==> src/rtl/mips_pkg.sv <==
// Shared types and constants for the MIPS register-file debug readout.
package mips_pkg;

  typedef enum logic [1:0] {IDLE, LOAD, HDR, BYTE} dump_state_t;

  localparam int          REG_ADDR_W   = 5;
  localparam int          REG_DATA_W   = 32;
  localparam logic [2:0]  DUMP_HDR_TAG = 3'b101;

endpackage

==> src/rtl/regfile_dump_if.sv <==
// Control, register-file read port and byte stream of the register dump engine.
interface regfile_dump_if #(
  parameter int DATA_W = 32,
  parameter int ADDR_W = 5
);
  logic              start;
  logic [ADDR_W-1:0] first_reg;
  logic [ADDR_W-1:0] last_reg;
  logic [ADDR_W-1:0] rd_addr;
  logic [DATA_W-1:0] rd_data;
  logic              out_valid;
  logic [7:0]        out_data;
  logic              out_ready;
  logic              busy;
  logic              done;

  modport master (
    input  start, first_reg, last_reg, rd_data, out_ready,
    output rd_addr, out_valid, out_data, busy, done
  );

  modport slave (
    output start, first_reg, last_reg, rd_data, out_ready,
    input  rd_addr, out_valid, out_data, busy, done
  );
endinterface

==> src/rtl/regfile_dump_word_serializer.sv <==
// Emits one header byte then a snapshotted word MSB-first over valid/ready.
module word_serializer #(
  parameter int DATA_W = 32
) (
  input  logic              clk,
  input  logic              rst,
  input  logic              load,
  input  logic [DATA_W-1:0] word,
  input  logic [7:0]        hdr,
  output logic              out_valid,
  output logic [7:0]        out_data,
  input  logic              out_ready,
  output logic              last
);
  localparam int NB    = DATA_W / 8;
  localparam int CNT_W = (NB > 1) ? $clog2(NB) : 1;
  localparam logic [CNT_W-1:0] LAST_CNT = CNT_W'(NB - 1);

  logic [DATA_W-1:0] shreg_q, shreg_d;
  logic [7:0]        hdr_q, hdr_d;
  logic [CNT_W-1:0]  cnt_q, cnt_d;
  logic              active_q, active_d;
  logic              in_hdr_q, in_hdr_d;
  logic              fire;

  assign fire = out_valid && out_ready;

  always_comb begin
    shreg_d  = shreg_q;
    hdr_d    = hdr_q;
    cnt_d    = cnt_q;
    active_d = active_q;
    in_hdr_d = in_hdr_q;
    if (load) begin
      shreg_d  = word;
      hdr_d    = hdr;
      active_d = 1'b1;
      in_hdr_d = 1'b1;
    end else if (fire) begin
      if (in_hdr_q) begin
        in_hdr_d = 1'b0;
        cnt_d    = '0;
      end else begin
        shreg_d = shreg_q << 8;
        cnt_d   = cnt_q + CNT_W'(1);
        if (cnt_q == LAST_CNT) active_d = 1'b0;
      end
    end
  end

  always_ff @(posedge clk or posedge rst) begin
    if (rst) begin
      shreg_q  <= '0;
      hdr_q    <= '0;
      cnt_q    <= '0;
      active_q <= 1'b0;
      in_hdr_q <= 1'b0;
    end else begin
      shreg_q  <= shreg_d;
      hdr_q    <= hdr_d;
      cnt_q    <= cnt_d;
      active_q <= active_d;
      in_hdr_q <= in_hdr_d;
    end
  end

  // Output is a pure function of held state, so it stays frozen while stalled.
  assign out_valid = active_q;
  assign out_data  = !active_q ? 8'h00 : (in_hdr_q ? hdr_q : shreg_q[DATA_W-1 -: 8]);
  assign last      = active_q && !in_hdr_q && (cnt_q == LAST_CNT);
endmodule

==> src/rtl/regfile_dump.sv <==
// Walks an inclusive, wrap-around register range and streams each register as a framed word.
module regfile_dump
  import mips_pkg::*;
#(
  parameter int         DATA_W  = REG_DATA_W,
  parameter int         ADDR_W  = REG_ADDR_W,
  parameter logic [2:0] HDR_TAG = DUMP_HDR_TAG
) (
  input  logic           clk,
  input  logic           rst,
  regfile_dump_if.master bus
);
  dump_state_t       state_q, state_d;
  logic [ADDR_W-1:0] cur_q, cur_d;
  logic [ADDR_W-1:0] last_q, last_d;
  logic              busy_q, busy_d;
  logic              done_q, done_d;
  logic              ser_load, ser_last, fire;
  logic [7:0]        hdr_byte;

  assign hdr_byte = 8'({HDR_TAG, cur_q});
  assign fire     = bus.out_valid && bus.out_ready;

  always_comb begin
    state_d  = state_q;
    cur_d    = cur_q;
    last_d   = last_q;
    busy_d   = busy_q;
    done_d   = 1'b0;
    ser_load = 1'b0;
    case (state_q)
      IDLE: if (bus.start) begin
        cur_d   = bus.first_reg;
        last_d  = bus.last_reg;
        busy_d  = 1'b1;
        state_d = LOAD;
      end
      // Snapshot lands on the edge leaving LOAD; a same-edge write is not seen.
      LOAD: begin
        ser_load = 1'b1;
        state_d  = HDR;
      end
      HDR:  if (fire) state_d = BYTE;
      BYTE: if (fire && ser_last) begin
        if (cur_q == last_q) begin
          busy_d  = 1'b0;
          done_d  = 1'b1;
          state_d = IDLE;
        end else begin
          cur_d   = cur_q + ADDR_W'(1);
          state_d = LOAD;
        end
      end
      default: state_d = IDLE;
    endcase
  end

  always_ff @(posedge clk or posedge rst) begin
    if (rst) begin
      state_q <= IDLE;
      cur_q   <= '0;
      last_q  <= '0;
      busy_q  <= 1'b0;
      done_q  <= 1'b0;
    end else begin
      state_q <= state_d;
      cur_q   <= cur_d;
      last_q  <= last_d;
      busy_q  <= busy_d;
      done_q  <= done_d;
    end
  end

  word_serializer #(.DATA_W(DATA_W)) u_ser (
    .clk       (clk),
    .rst       (rst),
    .load      (ser_load),
    .word      (bus.rd_data),
    .hdr       (hdr_byte),
    .out_valid (bus.out_valid),
    .out_data  (bus.out_data),
    .out_ready (bus.out_ready),
    .last      (ser_last)
  );

  assign bus.rd_addr = cur_q;
  assign bus.busy    = busy_q;
  assign bus.done    = done_q;
endmodule
==> src/flat_wrapper.sv <==
// flat-port wrapper written by rule: the top's interface ports become plain ports
module regfile_dump_flat import mips_pkg::*;
#(
  parameter int         DATA_W  = REG_DATA_W,
  parameter int         ADDR_W  = REG_ADDR_W,
  parameter logic [2:0] HDR_TAG = DUMP_HDR_TAG
)
  (clk, rst, bus_start, bus_first_reg, bus_last_reg, bus_rd_data, bus_out_ready, bus_rd_addr, bus_out_valid, bus_out_data, bus_busy, bus_done);
  regfile_dump_if #(.DATA_W(DATA_W), .ADDR_W(ADDR_W)) bus_i ();
  input  logic clk;
  input  logic rst;
  input wire logic [$bits(bus_i.start)-1:0] bus_start;
  input wire logic [$bits(bus_i.first_reg)-1:0] bus_first_reg;
  input wire logic [$bits(bus_i.last_reg)-1:0] bus_last_reg;
  input wire logic [$bits(bus_i.rd_data)-1:0] bus_rd_data;
  input wire logic [$bits(bus_i.out_ready)-1:0] bus_out_ready;
  output wire logic [$bits(bus_i.rd_addr)-1:0] bus_rd_addr;
  output wire logic [$bits(bus_i.out_valid)-1:0] bus_out_valid;
  output wire logic [$bits(bus_i.out_data)-1:0] bus_out_data;
  output wire logic [$bits(bus_i.busy)-1:0] bus_busy;
  output wire logic [$bits(bus_i.done)-1:0] bus_done;
  assign bus_i.start = bus_start;
  assign bus_i.first_reg = bus_first_reg;
  assign bus_i.last_reg = bus_last_reg;
  assign bus_i.rd_data = bus_rd_data;
  assign bus_i.out_ready = bus_out_ready;
  assign bus_rd_addr = bus_i.rd_addr;
  assign bus_out_valid = bus_i.out_valid;
  assign bus_out_data = bus_i.out_data;
  assign bus_busy = bus_i.busy;
  assign bus_done = bus_i.done;
  regfile_dump #(.DATA_W(DATA_W), .ADDR_W(ADDR_W), .HDR_TAG(HDR_TAG)) u_core (.clk(clk), .rst(rst), .bus(bus_i));
endmodule
==> config.mk <==
export PLATFORM = sky130hd
export DESIGN_NAME = regfile_dump_flat
export DESIGN_NICKNAME = d
export VERILOG_FILES = /design/src/rtl/mips_pkg.sv /design/src/rtl/regfile_dump_if.sv /design/src/rtl/regfile_dump_word_serializer.sv /design/src/rtl/regfile_dump.sv /design/src/flat_wrapper.sv
export SDC_FILE = /design/constraint.sdc
export NUM_CORES = 1
export LEC_CHECK = 0
export BUFFER_PORTS_ARGS = -buffer_cell sky130_fd_sc_hd__buf_2
export CAP_MARGIN = 20
export CELL_PAD_IN_SITES_DETAIL_PLACEMENT = 1
export CELL_PAD_IN_SITES_GLOBAL_PLACEMENT = 2
export CORE_ASPECT_RATIO = 0.5
export CORE_UTILIZATION = 34
export CTS_CLUSTER_SIZE = 40
export DETAILED_ROUTE_END_ITERATION = 12
export GPL_TIMING_DRIVEN = 0
export PLACE_DENSITY = 0.84
export SYNTH_ARGS = -nofsm -noshare
export SYNTH_HDL_FRONTEND = slang
export SYNTH_HIERARCHICAL = 1
export SYNTH_SLANG_ARGS = --single-unit
==> constraint.sdc <==
create_clock -name clk -period 2.05 [get_ports clk]
set_input_delay 0.205 -clock clk [delete_from_list [all_inputs] [get_ports clk]]
set_output_delay 0.205 -clock clk [all_outputs]
set_load 0.05 [all_outputs]
==> results of run 1 <==
[where the power goes]
part,internal [mW],switching (mW),leakage (nW)
combinational,1.31,2.20,0.946
sequential,1.72,0.448,0.680
clock,1.09,0.524,0.156
total,4.13,3.17,1.78
[worst min-delay path: stages]
cell     delay (ns)
buf_2          0.07
nand2_1        0.04
o21ai_0        0.05
[Yosys cell counts]
master     n  area, µm²
nor2b_1   33        206
ha_1       6       75.1
nand3_1    3       15.0
inv_1      6       22.5
a41o_2     1       11.3
nor3_1     1       5.00
xnor2_1    2       17.5
or4_1      1       7.51
nor3_2     1       10.0
a31oi_1    2       12.5
a32oi_1    1       8.76
a21o_1     4       30.0
o22a_1     1       8.76
o21a_1     1       7.51
buf_6      4       45.0
buf_4      1       7.51
a211o_1    1       8.76
a31o_1     1       8.76
nand3b_1   1       7.51
buf_2      8       40.0
and3_1     1       6.26
nand3_2    1       10.0
dfrtp_1   58       1450
nor2_1     7       26.3
and2_2     1       7.51
and4_2     1       10.0
nand2_1   50        188
mux2i_1   10        100
a311oi_1   2       17.5
mux2_2    13        146
o21ai_0   14       70.1
a21oi_2   11       96.3
and3_2     2       15.0
o41ai_1    1       8.76
a21oi_1   41        205
xor2_1     3       26.3
clkbuf_1   6       22.5
conb_1     2       7.51
and3b_1    1       8.76
nand4_1    1       6.26
a21o_2     1       8.76
[state kept, by name, summed over array words and instances, names as in the netlist]
register                count
u_core/u_ser/hdr_q          8
u_core/bus.busy             1
u_core/u_ser/shreg_q       32
u_core/u_ser/out_valid      1
u_core/u_ser/in_hdr_q       1
u_core/last_q               5
u_core/state_q              2
u_core/bus.rd_addr          5
u_core/bus.done             1
u_core/u_ser/cnt_q          2
[through the flow]
step	setup TNS [ns]	area [µm²]	cells	total power, mW
3_3_place_gp	0	3440	480	5.55
3_5_place_dp	0	3460	481	5.71
6_report	0	3800	498	7.30
2_1_floorplan	0	3000	307	4.79
5_1_grt	-0.0130	3800	498	7.84
4_1_cts	0	3790	498	7.37
[final cells by class]
type	instances	area, µm²
fillers	970	4460
flip-flops and latches	58	1450
multi-input cells	224	1420
repair buffers	63	335
clock buffers	11	243
well taps	112	140
plain buffers	19	116
clock inverters	5	77.6
inverters	6	22.5
[per-layer routing]
layer	global-route usage, %	vias to the layer above	part of all wire, %
li1	-	1194	-
met1	23.1	1182	48
met2	31.1	61	46
met3	6.81	6	5.1
met4	4.92	0	0.92
met5	0	-	0
[timing repair]
action / 4_1_cts / 5_1_grt
gates resized for setup: 0 / 3
endpoints found under the hold margin: 30 / 0
hold buffers: 1 / 0
setup endpoints to repair: 0 / 6
[cell families after synthesis]
group,Yosys count,share of synthesized area (%)
simple gates,105,17.7
buf+inv,25,4.60
other cells,2,0.251
mux,23,8.23
fa+ha+maj,6,2.51
xor+xnor,5,1.46
flops,58,48.5
compound gates,82,16.8
[worst max-delay path by stage]
| stage | cells after the start | start | end | slack, ns |
|---|---|---|---|---|
| after detailed placement | 8 | u_core/u_ser/out_valid | u_core/bus.rd_addr[1] | 0.03 |
| after global routing | 8 | u_core/u_ser/out_valid | u_core/bus.rd_addr[2] | -0.01 |
| after global placement | 8 | u_core/u_ser/out_valid | u_core/bus.rd_addr[1] | 0.08 |
| after floorplan | 8 | u_core/u_ser/out_valid | u_core/bus.rd_addr[2] | 0.07 |
| after CTS | 8 | u_core/u_ser/out_valid | u_core/bus.rd_addr[1] | 0.04 |
| final | 8 | u_core/u_ser/out_valid | u_core/bus.rd_addr[2] | 0.17 |
==> key figures, run 1 <==
Floorplan
  • Die height: 68.4 µm
  • Initial core utilization: 36.3%
  • Core footprint: 0.00826 mm²
  • Die area: 0.00921 mm²
  • I/O pin total: 62
  • Core Rows: 23
  • Die width: 135 µm

Clock tree
  • Inserted Clock Buffers: 9
  • Postcts setup bufs: 0
  • TritonCTS clock tree: yes
  • Worst-Skew Late Latency: 0.33 ns
  • Worst-path clk slew: 0.05 ns
  • Clock Root Buffer: clkbuf_16
  • Maximum root-to-sink buffer count: 2
  • Htree depth: 3
  • Clock sinks: 58

Finish
  • Commonest non-fill, non-tap cell in the layout: buf_2
  • Area growth, synth to finish: 27.0%
  • Layout cells sized above 1: between 30% and 40%
  • Fin util: 46.0%
  • Total Nets Final: 433
  • Most frequent cells in the layout: buf_2, dfrtp_1, nand2_1
  • Diodes inserted: 0

Route
  • Routed via count: 2,443
  • Wirelength per Cell: 15.7 µm
  • Via density: 4.91
  • 1st-pass router iterations: 4
  • Antenna-violating nets left: 0
  • DRC violations left: 0
  • Initial DRC Count: approximately 60
  • Drt total wl: around 7800 µm

Placement
  • Pre-CTS setup slack: 0.0347 ns
  • Final GP Congestion: 0.756
  • Port bufs: 61
  • DP HPWL: 5710 µm

Critical path
  • Top cell by count, worst path: nand3_1
  • Crit path max-delay family: simple AND/OR/NAND/NOR gates
  • R2R Path Start: u_core/u_ser/out_valid
  • FF-to-FF path depth: 8
  • Reg2reg end: u_core/bus.rd_addr[2]
  • CP bufs+invs: 1
  • WP data required: 2.26 ns
  • WS Path Type: reg2reg
  • CP endpoint kind: flip-flop
  • Reg2Reg Setup Slack: 0.17 ns
  • Worst path arrival time: 2.09 ns
  • Slowest cell on crit path: dfrtp_1
  • Ordered cell list for the critical path: clkbuf_2 -> nand2_1 -> nor2_1 -> nand3_1 -> a21o_1 -> and2_2 -> a31oi_1 -> nand3_1
  • Crit-path max FO: 10
  • Setup crit start kind: flip-flop
  • Worst path max stage delay: between 0.4 and 0.5 ns

Synthesis
  • Post-Syn Area: ~0.003 mm²
  • Netlist cell types: between 40 and 50
  • Post-Syn Area per Cell: just under 10 µm²
  • #FFs+latches synth: 58
  • Post-synthesis sequential area ratio: 48.5%
  • Synth warnings: 6
  • Post-Synthesis Cells: 306

Pwr
  • P per Cell Area: 1920 mW/mm²
  • Static leakage: between 1.5 and 2 nW
  • Peak supply drop: 0.732 mV

Global route
  • Total grt overflow: 0
  • Tot GR Track Use: approximately a fifth
  • Vias in the first global route: 2,525
  • First-pass GRT wire length: between 10,000 and 15,000 µm
  • Largest net degree at the start of global routing: 29
  • Initial antenna violation count: 0

Hold path
  • Hold Crit Start: bus_rd_data[4]
  • Endpoint, Worst Hold: u_core/u_ser/shreg_q[4]
  • Hold Path Class: in2reg
  • WHS Path Cells: 3

Timing
  • Worst-margin pin slew: 0.581 ns
  • Fin. Hold Viols: 0
  • Max Slew Vio Count: 0
  • Relative slew margins: 61.2%
  • Final period util: between 90% and 100%
  • Final worst setup slack: 0.170 ns
  • Endpoints failing setup: 0
  • Hold WS: ~0.080 ns
  • Fmax: 532 MHz
  • Layout Skew: roughly 0.0056 ns
  • Final min period: 1.88 ns

Run status
  • Run status: completed

Flow run
  • Max-cap viol count: 0
Note: power is estimated with default switching activity, not from simulation.
==> run 2: changes to the inputs <==
==> constraint.sdc (replaced) <==
create_clock -name clk -period 2 [get_ports clk]
set_input_delay 0.2 -clock clk [delete_from_list [all_inputs] [get_ports clk]]
set_output_delay 0.2 -clock clk [all_outputs]
set_load 0.05 [all_outputs]
==> run 2 against run 1 <==
Compared with the run above: sequential share of layout area fell by 0.050 points; via count fell by 0.49%; clock skew barely moved; power rose by 2.5%; die area did not move; non-clock buffer count did not move; worst setup slack got worse by 0.036 ns; hold slack got worse by 0.0049 ns; global-route usage barely moved; clock power barely moved; routed wire length barely moved; sequential power rose by 3%; critical path type unchanged.
==> key figures, run 2 (synthesis gave the netlist of run 1 again) <==
Timing
  • Final period util: 93.3% (+1.6 points)
  • Relative slew margins: 61.1% (-0.14 points)
  • Layout Skew: 0.00564 ns (+0.0000526 ns)
  • Final min period: 1.87 ns (-0.0145 ns)
  • Endpoints failing setup: 0 (unchanged)
  • Max Slew Vio Count: 0 (unchanged)
  • Post-route setup TNS: 0 ns (unchanged)
  • Fin. Hold Viols: 0 (unchanged)
  • Fmax: 536 MHz (+0.77%)
  • Worst-margin pin slew: 0.583 ns (+0.00209 ns)

Placement
  • Placed cell count: 481 (unchanged)
  • Port bufs: 61 (unchanged)
  • DP HPWL: 5710 µm (unchanged)
  • Final GP Congestion: 0.756 (unchanged)

Route
  • Via density: 4.88 (-0.49%)
  • Wirelength per Cell: 15.7 µm (about the same)
  • Drt total wl: 7840 µm (about the same)
  • Routed via count: 2,431 (-0.49%)
  • 1st-pass router iterations: 4 (unchanged)
  • DRC violations left: 0 (unchanged)
  • Antenna-violating nets left: 0 (unchanged)
  • Initial DRC Count: 61 (+3.4%)

Finish
  • Diodes inserted: 0 (unchanged)
  • Area occupied by multi-input gates: 0.00142 mm² (+0.35%)
  • Max reg flops: 32 (unchanged)
  • Area growth, synth to finish: 27.2%
  • Layout cells sized above 1: 32.4% (+0.26 points)
  • Reg area: 0.00145 mm² (unchanged)
  • Non-filler cells, final: 498 (unchanged)
  • Most frequent cells in the layout: buf_2, dfrtp_1, nand2_1
  • Largest register by flop count: u_core/u_ser/shreg_q
  • Top flop regs: u_core/u_ser/shreg_q: 32 flops, u_core/u_ser/hdr_q: 8 flops
  • # fillers: 969 (-0.10%)
  • Total Nets Final: 433 (unchanged)
  • Commonest non-fill, non-tap cell in the layout: buf_2

Floorplan
  • Core Rows: 23 (unchanged)
  • I/O pin total: 62 (unchanged)
  • Core footprint: 0.00826 mm² (unchanged)
  • Die area: 0.00921 mm² (unchanged)
  • Initial core utilization: 36.3% (unchanged)
  • Die height: 68.4 µm (unchanged)
  • Die width: 135 µm (unchanged)

Clock tree
  • Worst-path clk slew: 0.05 ns (about the same)
  • Clock Root Buffer: clkbuf_16
  • Worst-Skew Late Latency: 0.33 ns (about the same)
  • Postcts setup bufs: 0 (unchanged)
  • Maximum root-to-sink buffer count: 2 (unchanged)
  • TritonCTS clock tree: yes
  • Clock sinks: 58 (unchanged)
  • Inserted Clock Buffers: 9 (unchanged)
  • Htree depth: 3 (unchanged)

Critical path
  • Worst path arrival time: 2.07 ns (-0.02 ns)
  • WS Path Type: reg2reg
  • CP endpoint kind: flip-flop
  • Crit-path max FO: 9 (-1)
  • Setup crit start kind: flip-flop
  • WP data required: 2.21 ns (-0.05 ns)

Pwr
  • Peak supply drop: 0.751 mV (+2.5%)
  • Static leakage: 1.78 nW (about the same)
  • P per Cell Area: 1960 mW/mm² (+2.3%)

Global route
  • Largest net degree at the start of global routing: 29 (unchanged)
  • Total grt overflow: 0 (unchanged)
  • First-pass GRT wire length: 12,500 µm (about the same)
  • Vias in the first global route: 2,535 (+0.40%)
  • Tot GR Track Use: 18.7% (+0.033 points)
  • Initial antenna violation count: 0 (unchanged)

Hold path
  • Hold Path Class: in2reg

Flow run
  • Max-cap viol count: 0 (unchanged)

Run status
  • Run status: completed
[run 2: per-layer routing]
| metal | vias up | routed length (µm) | global-route usage (%) |
|---|---|---|---|
| met5 | - | 0 | 0 |
| met3 | 6 | 393 | 6.81 |
| met4 | 0 | 71 | 4.92 |
| met1 | 1177 | 3720 | 23.0 |
| met2 | 53 | 3650 | 31.3 |
| li1 | 1195 | - | - |
[run 2: final timing paths]
check	start	endpoint	slack [ns]	cells past startpoint
hold reg to reg	u_core/bus.busy	u_core/bus.busy	0.51	2
min in group asynchronous	rst	u_core/u_ser/shreg_q[7]	0.43	3
setup reg to reg	u_core/state_q[0]	u_core/bus.rd_addr[1]	0.13	7
max in group asynchronous	rst	u_core/u_ser/out_valid	1.09	4
hold / removal	bus_rd_data[4]	u_core/u_ser/shreg_q[4]	0.08	3
setup / recovery	u_core/state_q[0]	u_core/bus.rd_addr[1]	0.13	7
[run 2: worst max-delay path, stage by stage (launching register included)]
cell	delay (ns)
dfrtp_1	0.40
inv_1	0.13
ha_1	0.27
mux2i_1	0.38
a21oi_4	0.11
nand3_1	0.12
mux2i_1	0.07
a211o_1	0.27
[run 2: what timing repair did]
item,in CTS,in global routing
hold buffers,1,0
setup endpoints to repair,1,7
gates resized for setup,1,4
hold endpoints to repair,30,0
[run 2: through the flow]
stage / power, mW / instance area, µm² / hold WS [ns] / util (%) / setup slack [ns]
floorplan: 4.91 / 3000 / 0.0892 / - / 0.0182
global placement: 5.69 / 3440 / 0.283 / 41.7 / 0.0281
detailed placement: 5.85 / 3460 / 0.232 / 41.9 / -0.0153
CTS: 7.57 / 3800 / 0.0692 / 46.0 / 0.00906
global route: 8.04 / 3810 / 0.0802 / 46.1 / -0.00761
finish: 7.48 / 3810 / 0.0752 / 46.1 / 0.134
[run 2: power breakdown]
part | internal [mW] | switching (mW) | leakage, nW
combinational | 1.34 | 2.25 | 0.945
sequential | 1.77 | 0.461 | 0.680
clock | 1.12 | 0.536 | 0.156
[run 2: layout make-up]
class | count | share of cell area, %
flip-flops and latches | 58 | 38.1
multi-input cells | 224 | 37.3
repair buffers | 63 | 8.81
clock buffers | 11 | 6.38
well taps | 112 | 3.68
plain buffers | 19 | 3.06
clock inverters | 5 | 2.04
inverters | 6 | 0.592
